<file path="src/rtl/pq_host_adapter_if.sv">
// pq_host_adapter_if: host push/pop/response handshakes plus the priority-queue side bus.
interface pq_host_adapter_if #(
    parameter int DATA_WIDTH = 16
);
    logic                  i_push_valid;
    logic                  o_push_ready;
    logic [DATA_WIDTH-1:0] i_push_data;
    logic                  i_pop_valid;
    logic                  o_pop_ready;
    logic                  o_rsp_valid;
    logic                  i_rsp_ready;
    logic [DATA_WIDTH-1:0] o_rsp_data;
    logic                  o_rsp_empty;
    logic                  o_pq_wrt;
    logic                  o_pq_read;
    logic [DATA_WIDTH-1:0] o_pq_data;
    logic                  i_pq_full;
    logic                  i_pq_empty;
    logic [DATA_WIDTH-1:0] i_pq_data;

    modport slave (
        input  i_push_valid, i_push_data, i_pop_valid, i_rsp_ready,
        input  i_pq_full, i_pq_empty, i_pq_data,
        output o_push_ready, o_pop_ready, o_rsp_valid, o_rsp_data, o_rsp_empty,
        output o_pq_wrt, o_pq_read, o_pq_data
    );

    modport master (
        output i_push_valid, i_push_data, i_pop_valid, i_rsp_ready,
        output i_pq_full, i_pq_empty, i_pq_data,
        input  o_push_ready, o_pop_ready, o_rsp_valid, o_rsp_data, o_rsp_empty,
        input  o_pq_wrt, o_pq_read, o_pq_data
    );
endinterface

</file>
<file path="src/rtl/pq_host_adapter.sv">
// pq_host_adapter: serialises host push/pop requests into single-cycle queue strobes with settle time.
module pq_host_adapter #(
    parameter int DATA_WIDTH    = 16,
    parameter int SETTLE_CYCLES = 4
) (
    input logic              i_CLK,
    input logic              i_RST,
    pq_host_adapter_if.slave pq
);
    typedef enum logic [1:0] {IDLE, ISSUE, SETTLE, RESP} state_t;

    localparam logic [3:0] SETTLE_INIT = 4'(SETTLE_CYCLES);

    state_t                state_q;
    logic                  wrt_q;
    logic                  read_q;
    logic [DATA_WIDTH-1:0] pq_data_q;
    logic                  rsp_valid_q;
    logic [DATA_WIDTH-1:0] rsp_data_q;
    logic                  rsp_empty_q;
    logic [3:0]            cnt_q;
    logic                  pop_q;
    logic                  push_acc;
    logic                  pop_acc;

    // A replace (push+pop) never grows the queue, so it stays acceptable when full.
    assign pq.o_pop_ready  = !i_RST && state_q == IDLE;
    assign pq.o_push_ready = pq.o_pop_ready && (!pq.i_pq_full || pq.i_pop_valid);
    assign push_acc        = pq.i_push_valid && pq.o_push_ready;
    assign pop_acc         = pq.i_pop_valid && pq.o_pop_ready;

    assign pq.o_pq_wrt    = wrt_q;
    assign pq.o_pq_read   = read_q;
    assign pq.o_pq_data   = pq_data_q;
    assign pq.o_rsp_valid = rsp_valid_q;
    assign pq.o_rsp_data  = rsp_data_q;
    assign pq.o_rsp_empty = rsp_empty_q;

    // Command sequencer: accept, strobe one cycle, wait out the queue settle time, then respond.
    always_ff @(posedge i_CLK) begin
        if (i_RST) begin
            state_q     <= IDLE;
            wrt_q       <= 1'b0;
            read_q      <= 1'b0;
            pq_data_q   <= '0;
            rsp_valid_q <= 1'b0;
            rsp_data_q  <= '0;
            rsp_empty_q <= 1'b0;
            cnt_q       <= '0;
            pop_q       <= 1'b0;
        end else begin
            case (state_q)
                IDLE: begin
                    if (push_acc || pop_acc) begin
                        state_q <= ISSUE;
                        pop_q   <= pop_acc;
                        wrt_q   <= push_acc;
                        read_q  <= pop_acc && (push_acc || !pq.i_pq_empty);
                        if (push_acc) pq_data_q <= pq.i_push_data;
                        if (pop_acc) begin
                            rsp_data_q  <= pq.i_pq_empty ? '0 : pq.i_pq_data;
                            rsp_empty_q <= pq.i_pq_empty;
                        end
                    end
                end
                ISSUE: begin
                    wrt_q   <= 1'b0;
                    read_q  <= 1'b0;
                    cnt_q   <= SETTLE_INIT;
                    state_q <= SETTLE;
                end
                SETTLE: begin
                    if (cnt_q == 4'd1) begin
                        cnt_q       <= '0;
                        state_q     <= pop_q ? RESP : IDLE;
                        rsp_valid_q <= pop_q;
                    end else begin
                        cnt_q <= cnt_q - 4'd1;
                    end
                end
                RESP: begin
                    if (pq.i_rsp_ready) begin
                        rsp_valid_q <= 1'b0;
                        pop_q       <= 1'b0;
                        state_q     <= IDLE;
                    end
                end
                default: state_q <= IDLE;
            endcase
        end
    end
endmodule
</file>
<file path="src/flat_wrapper.sv">
// flat-port wrapper written by rule: the top's interface ports become plain ports
module pq_host_adapter_flat 
#(
    parameter int DATA_WIDTH    = 16,
    parameter int SETTLE_CYCLES = 4
)
  (i_CLK, i_RST, pq_i_push_valid, pq_i_push_data, pq_i_pop_valid, pq_i_rsp_ready, pq_i_pq_full, pq_i_pq_empty, pq_i_pq_data, pq_o_push_ready, pq_o_pop_ready, pq_o_rsp_valid, pq_o_rsp_data, pq_o_rsp_empty, pq_o_pq_wrt, pq_o_pq_read, pq_o_pq_data);
  pq_host_adapter_if #(.DATA_WIDTH(DATA_WIDTH)) pq_i ();
  input logic i_CLK;
  input logic i_RST;
  input wire logic [$bits(pq_i.i_push_valid)-1:0] pq_i_push_valid;
  input wire logic [$bits(pq_i.i_push_data)-1:0] pq_i_push_data;
  input wire logic [$bits(pq_i.i_pop_valid)-1:0] pq_i_pop_valid;
  input wire logic [$bits(pq_i.i_rsp_ready)-1:0] pq_i_rsp_ready;
  input wire logic [$bits(pq_i.i_pq_full)-1:0] pq_i_pq_full;
  input wire logic [$bits(pq_i.i_pq_empty)-1:0] pq_i_pq_empty;
  input wire logic [$bits(pq_i.i_pq_data)-1:0] pq_i_pq_data;
  output wire logic [$bits(pq_i.o_push_ready)-1:0] pq_o_push_ready;
  output wire logic [$bits(pq_i.o_pop_ready)-1:0] pq_o_pop_ready;
  output wire logic [$bits(pq_i.o_rsp_valid)-1:0] pq_o_rsp_valid;
  output wire logic [$bits(pq_i.o_rsp_data)-1:0] pq_o_rsp_data;
  output wire logic [$bits(pq_i.o_rsp_empty)-1:0] pq_o_rsp_empty;
  output wire logic [$bits(pq_i.o_pq_wrt)-1:0] pq_o_pq_wrt;
  output wire logic [$bits(pq_i.o_pq_read)-1:0] pq_o_pq_read;
  output wire logic [$bits(pq_i.o_pq_data)-1:0] pq_o_pq_data;
  assign pq_i.i_push_valid = pq_i_push_valid;
  assign pq_i.i_push_data = pq_i_push_data;
  assign pq_i.i_pop_valid = pq_i_pop_valid;
  assign pq_i.i_rsp_ready = pq_i_rsp_ready;
  assign pq_i.i_pq_full = pq_i_pq_full;
  assign pq_i.i_pq_empty = pq_i_pq_empty;
  assign pq_i.i_pq_data = pq_i_pq_data;
  assign pq_o_push_ready = pq_i.o_push_ready;
  assign pq_o_pop_ready = pq_i.o_pop_ready;
  assign pq_o_rsp_valid = pq_i.o_rsp_valid;
  assign pq_o_rsp_data = pq_i.o_rsp_data;
  assign pq_o_rsp_empty = pq_i.o_rsp_empty;
  assign pq_o_pq_wrt = pq_i.o_pq_wrt;
  assign pq_o_pq_read = pq_i.o_pq_read;
  assign pq_o_pq_data = pq_i.o_pq_data;
  pq_host_adapter #(.DATA_WIDTH(DATA_WIDTH), .SETTLE_CYCLES(SETTLE_CYCLES)) u_core (.i_CLK(i_CLK), .i_RST(i_RST), .pq(pq_i));
endmodule
</file>
<file path="config.mk">
export PLATFORM = sky130hd
export DESIGN_NAME = pq_host_adapter_flat
export DESIGN_NICKNAME = d
export VERILOG_FILES = /design/src/rtl/pq_host_adapter_if.sv /design/src/rtl/pq_host_adapter.sv /design/src/flat_wrapper.sv
export SDC_FILE = /design/constraint.sdc
export NUM_CORES = 1
export LEC_CHECK = 0
export BUFFER_PORTS_ARGS = -buffer_cell sky130_fd_sc_hd__buf_4
export CAP_MARGIN = 20
export CORE_MARGIN = 4
export CORE_UTILIZATION = 47
export DETAILED_ROUTE_END_ITERATION = 8
export PLACE_DENSITY = 0.8
export SETUP_SLACK_MARGIN = 0.5
export SLEW_MARGIN = 20
export SYNTH_ARGS = -nofsm -noshare
export SYNTH_HDL_FRONTEND = slang
export SYNTH_SLANG_ARGS = --single-unit
</file>
<file path="constraint.sdc">
create_clock -name i_CLK -period 2.2 [get_ports i_CLK]
set_input_delay 0.44 -clock i_CLK [delete_from_list [all_inputs] [get_ports i_CLK]]
set_output_delay 0.44 -clock i_CLK [all_outputs]
set_load 0.1 [all_outputs]
</file>
==> results of run 1 <==
==> flip-flops by register name, summed over array words and instances, names as in the netlist <==
signal and cells:
u_core.state_q 2, u_core.pq.o_pq_read 1, u_core.pq.o_pq_data 16, u_core.pq.o_rsp_data 16, u_core.pq.o_rsp_valid 1, u_core.pq.o_pq_wrt 1, u_core.pop_q 1, u_core.pq.o_rsp_empty 1
u_core.cnt_q 4
==> worst paths after layout <==
| path | end | slack, ns | cells after the start |
|---|---|---|---|
| max | pq_o_push_ready | 0.45 | 5 |
| min | u_core.pq.o_pq_data[11] | 0.38 | 3 |
| max reg2reg | u_core.pq.o_pq_data[2] | 0.56 | 9 |
| min reg2reg | u_core.pq.o_rsp_data[8] | 0.45 | 2 |
==> worst register-to-register path: stages (launching register included) <==
cell and delay [ns]:
dfxtp_4 0.37, inv_4 0.04, ha_4 0.15, nor2b_4 0.13, buf_4 0.15, buf_4 0.13, nand3_2 0.10, buf_12 0.18
mux2i_1 0.21, nor2_1 0.06
==> area by class of cell <==
class,count,area [sq um]
repair buffers,89,709.4
multi-input cells,142,962.2
well taps,48,60.06
fillers,312,1051
clock buffers,8,100.1
flip-flops and latches,43,868.3
inverters,4,20.02
==> power breakdown <==
group | switching [uW] | internal [uW]
Combinational | 910 | 564
Sequential | 68.1 | 882
Clock | 255 | 286
Total | 1230 | 1730
==> repair_timing <==
action / CTS / global route
resized for setup: 10 / 6
setup endpoints to repair: 2 / 22
endpoints found under the hold margin: 0 / 0
pin swaps: 2 / 2
setup buffers: 7 / 2
gates cloned: 0 / 0
==> cell usage after synthesis <==
library cell | n | area, sq um
nor2_1 | 17 | 63.81
a21bo_2 | 1 | 10.01
or3_1 | 1 | 6.260
a22oi_1 | 1 | 7.510
mux2i_1 | 17 | 170.2
clkbuf_1 | 5 | 18.77
xnor2_1 | 2 | 17.52
a21oi_1 | 24 | 120.1
nor2b_4 | 1 | 13.76
a211o_1 | 1 | 8.760
or2_0 | 1 | 6.260
buf_4 | 2 | 15.01
ha_1 | 7 | 87.58
and2_1 | 2 | 12.51
o21ai_1 | 1 | 5.000
nand3b_1 | 16 | 120.1
a311oi_1 | 1 | 8.760
dfxtp_1 | 43 | 860.8
or2_2 | 1 | 6.260
nand3_1 | 3 | 15.01
nand2b_1 | 5 | 31.28
inv_1 | 4 | 15.01
or3b_4 | 1 | 11.26
buf_6 | 3 | 33.78
a211oi_1 | 2 | 15.01
nand2_1 | 23 | 86.33
and3_1 | 1 | 6.260
nor4b_1 | 1 | 8.760
nand3_2 | 2 | 20.02
a21oi_4 | 1 | 16.27
o21ai_0 | 2 | 10.01
o22ai_1 | 1 | 6.260
nor2b_1 | 3 | 18.77
a41o_1 | 1 | 10.01
buf_2 | 2 | 10.01
and2b_2 | 1 | 8.760
or3b_1 | 1 | 8.760
==> stage by stage <==
step / setup WS, ns / hold slack [ns]
after floorplan: 0.1783 / 0.4680
after global placement: 0.5764 / 0.4392
after detailed placement: 0.5369 / 0.4451
after CTS: 0.4482 / 0.3715
after global routing: 0.4081 / 0.3699
final: 0.4487 / 0.3787
==> logic make-up after synthesis <==
group           share of synthesized area [%]
xor+xnor                               0.9267
mux                                     9.000
simple gates                            23.50
buf+inv                                 4.897
compound gates                          11.52
fa+ha+maj                               4.632
flops                                   45.53
==> placed cells by master, fill, tap and decap left out, types with 2 or more instances in the layout <==
cell type,synthesis,final
a211oi_1,2,2
a21oi_1,24,23
buf_12,0,3
buf_4,2,85
clkbuf_8,0,7
dfxtp_1,43,41
dfxtp_4,0,2
ha_1,7,6
inv_1,4,2
inv_4,0,2
mux2i_1,17,17
nand2_1,23,23
nand2b_1,5,5
nand3_1,3,3
nand3_2,2,2
nand3b_1,16,16
nor2_1,17,17
nor2b_1,3,3
o21ai_0,2,2
xnor2_1,2,2
==> routing by layer <==
| metal | vias to the layer above | routed length [microns] |
|---|---|---|
| li1 | 849 | - |
| met1 | 755 | 1891 |
| met2 | 59 | 2156 |
| met3 | 11 | 446 |
| met4 | 0 | 89 |
| met5 | - | 0 |
==> results.toml, run 1 <==
[die]
core_sq_um = 3771
dieArea_sq_um = 5101
die_w_microns = 71.42
rows = 22
ioPinCount = 77
die_y_microns = 71.42
start_util_pct = 50.13

[pwr]
p_leak_uw = 0.001266
vdd_drop_max_uv = 532.7
p_total_uw = 2966
p_per_area_nw_per_um2 = 1090

[logic_synthesis]
ys_ff_latch = 43
netlist_instances = 201
synth_cell_type_count = 37
syn_avg_cell_area_sq_um = 9.406
syn_nets = 247
seq_area_frac_synth_pct = 45.53
synth_area_sq_um = 1891
yosysWarnings = 0

[drt]
wl_microns = 4583
drtPass1Iterations = 4
wire_per_inst_microns = 13.72
viasPerCell = 5.012
drtIter0Drc = 39
antenna_left = 0
remaining_drc_errors = 0
vias = 1674

[final_layout]
diodes = 0
utilization_pct = 72.13
final_area_sq_um = 2720
drive_above_1_share_pct = 39.16
nets = 331
fin_cells = 334
area_growth_pct = 43.88

[worst_setup_path]
cp.required_ns = 1.76
cp_num_buf_inv = 2
slowest_delay_ns = 0.36
slowest_stage = "dfxtp_4"
path_delay_family = "flip-flops"
endpoint_kind = "primary output"
startpoint_type = "flop"
crit_start = "u_core.state_q[1]"
path_class = "reg2out"
crit_chain = "inv_4, ha_4, nor2b_4, and2_4, buf_12"
critPathArrivalTime_ns = 1.31
rr_startpoint = "u_core.state_q[0]"
crit_path_max_fanout = 3

[global_routing]
use_met3_pct = 8.275
grt_use_met2_pct = 28.37
gr-total-overflow = 0
track_usage_pct = 17.91
antenna_found_initial = 0
grt_pass1_vias = 1608
groute.layer.met1.usage_pct = 21.61
grt_max_degree = 44
busiest_layer = "met2"
grt_pass1_wl_microns = 7327

[hold_path]
hp-class = "in2reg"
hold_start = "pq_i_push_data[11]"

[sta]
worst_pin_slew_ns = 0.4551
tns_ns = 0
timing.final.crit_share_pct = 79.61
rsz0062_at_grt = "yes"
min_period_ns = 1.751
skew_ns = 0.005118
max_freq_mhz = 571.0
setup_violations = 0
finalMaxSlewViolations = 0
relSlewSlack_pct = 69.66
hold_violations = 0

[placed_design]
place_hpwl_microns = 3163
gp_congestion = 0.7573
place_inst = 317
postPlaceCellArea_sq_um = 2491
port_buffers = 76

[status]
outcome = "completed"

[cts]
postCtsHoldBufs = 0
cts_buffers = 5
clockBufferDepth = 2
cts_root_buf = "clkbuf_8"
tritoncts = "yes"
cts.clk_slew.worst_paths_ns = 0.08
cts_max_level = 2
clock_sinks = 43
clk_latency_ns = 0.29

[run]
maxCapViolations = 0
Power figures use the tool's default switching activity.
==> run 2: changes to the inputs <==
Clock period 2.2 ns to 1.7 ns, I/O delays scaled along.
==> run 2 against run 1 <==
  * The run now ends with setup timing left
  * Sequential power increased by 39%
  * Worst setup slack worse by 0.50 ns
  * Critical path depth up 5
  * Sequential cell count unchanged
  * Hold slack lost 0.11 ns
  * Clock skew about the same
  * Power up 61%
  * Non-clock buffer count is 15 higher
  * Routed wire length grew 76%
  * Register-to-register slack got worse by 0.61 ns
  * Global-route usage rose by 4.3 points
  * Via count rose by 20%
  * Critical endpoint is now u_core.pq.o_pq_data[0]
  * Highest routed layer unchanged
==> results.toml, run 2 (same netlist as run 1, synthesis figures left out) <==
[drt]
wl_microns = 8087
drtIter0Drc = 121
viasPerCell = 5.748
drtPass1Iterations = 4
vias = 2006
remaining_drc_errors = 0
antenna_left = 0
wire_per_inst_microns = 23.17

[placed_design]
gp_congestion = 0.8037
place_hpwl_microns = 3355
pre_cts_ws_ns = 0.1421
postPlaceCellArea_sq_um = 2591
port_buffers = 76
place_inst = 318

[sta]
max_freq_mhz = 570.7
worst_pin_slew_ns = 0.5060
hold_violations = 0
whs_ns = 0.2666
skew_ns = 0.004888
rsz0062_at_grt = "yes"
setup_slack_ns = -0.05209
finalMaxSlewViolations = 0
setup_violations = 8
min_period_ns = 1.752
relSlewSlack_pct = 66.27
timing.final.crit_share_pct = 103.1

[status]
outcome = "finished, violations left"
violations = "setup timing"

[cts]
cts_max_level = 2
cts_buffers = 5
tritoncts = "yes"
cts.clk_slew.worst_paths_ns = 0.08
clock_sinks = 43
postCtsHoldBufs = 0
clk_latency_ns = 0.31
cts_root_buf = "clkbuf_8"
clockBufferDepth = 2

[worst_setup_path]
slowest_delay_ns = 0.36
cp.required_ns = 1.87
path_class = "reg2reg"
crit_start = "u_core.state_q[1]"
crit_chain = "inv_4, ha_4, nor2b_4, buf_6, buf_6, nand3_4, buf_12, buf_16, mux2i_1, nor2_1"
rr_startpoint = "u_core.state_q[1]"
path_delay_family = "buffers and inverters"
critPathArrivalTime_ns = 1.92
slowest_stage = "dfxtp_4"
crit_path_max_fanout = 4
startpoint_type = "flop"
cp_num_buf_inv = 5
endpoint_kind = "flop"
path_common_cell = "buf_6"

[pwr]
swShare_pct = 43.32
p_per_area_nw_per_um2 = 1342
vdd_drop_max_uv = 789.3
pwr-share-comb_pct = 58.3
switching_power_uw = 2063
p_int_uw = 2699
clockPowerShare_pct = 13.9
p_total_uw = 4762
p_leak_uw = 0.001493
power_frac_seq_pct = 27.7

[die]
start_util_pct = 50.13
core_sq_um = 3771
rows = 22
die_y_microns = 71.42
ioPinCount = 77
die_w_microns = 71.42
dieArea_sq_um = 5101

[final_layout]
diodes = 0
final_area_sq_um = 3550
nets = 346
final_cell_mix = "52 x buf_4, 34 x dfxtp_2, 31 x buf_12, 19 x nand2_1"
drive_above_1_share_pct = 63.79
fin_cells = 349
fill_cells = 101
layout_commonest_cell = "buf_4"
area_growth_pct = 87.76

[global_routing]
busiest_layer = "met2"
grt_pass1_wl_microns = 8907
grt_use_met2_pct = 35.31
track_usage_pct = 22.21
groute.layer.met1.usage_pct = 26.04
antenna_found_initial = 0
grt_pass1_vias = 1850
grt_max_degree = 42
gr-total-overflow = 0
use_met3_pct = 9.116

[hold_path]
hold_start = "i_RST"
hp-class = "in2reg"

[run]
maxCapViolations = 0
run 2: per-stage QoR:
step,TNS (ns),utilization [%]
detailed placement,0,68.71
finish,-0.2321,94.13
global placement,0,68.71
CTS,0,80.66
global route,-0.8898,94.13
floorplan,-5.114,-
run 2: path summary, 6_finish.rpt:
path,end,cells after the start,slack [ns]
setup / recovery,u_core.pq.o_pq_data[0],10,-0.05
hold / removal,u_core.pq.o_pq_read,2,0.27
setup reg to reg,u_core.pq.o_pq_data[0],10,-0.05
hold reg to reg,u_core.pq.o_rsp_data[6],2,0.48
run 2: area by class of cell:
cell class / instances / area (sq um) / area share, %
clock inverter: 1 / 5.005 / 0.1410
timing repair buffer: 104 / 1333 / 37.54
sequential: 43 / 925.9 / 26.08
multi-input combinational: 142 / 1130 / 31.83
inverter: 4 / 20.02 / 0.5640
tap: 48 / 60.06 / 1.692
clock buffer: 7 / 76.32 / 2.150
run 2: timing repair:
| item | 4_1_cts | 5_1_grt |
|---|---|---|
| pin swaps | 7 | 46 |
| buffers inserted | 13 | 6 |
| gates resized for setup | 64 | 94 |
| cloned | 1 | 3 |
| setup endpoints to repair | 80 | 80 |
run 2: power groups by stage:
stage	combinational [uW]	sequential (uW)	clock (uW)
detailed placement	1740	1280	0
CTS	2140	1270	627
finish	2780	1320	664
global route	2880	1330	706
floorplan	927	1750	0
global placement	1710	1270	0
run 2: metal layers:
layer | vias to the layer above | wire length, microns
met2 | 121 | 4027
met5 | - | 0
met4 | 0 | 336
li1 | 881 | -
met1 | 976 | 3069
met3 | 28 | 654
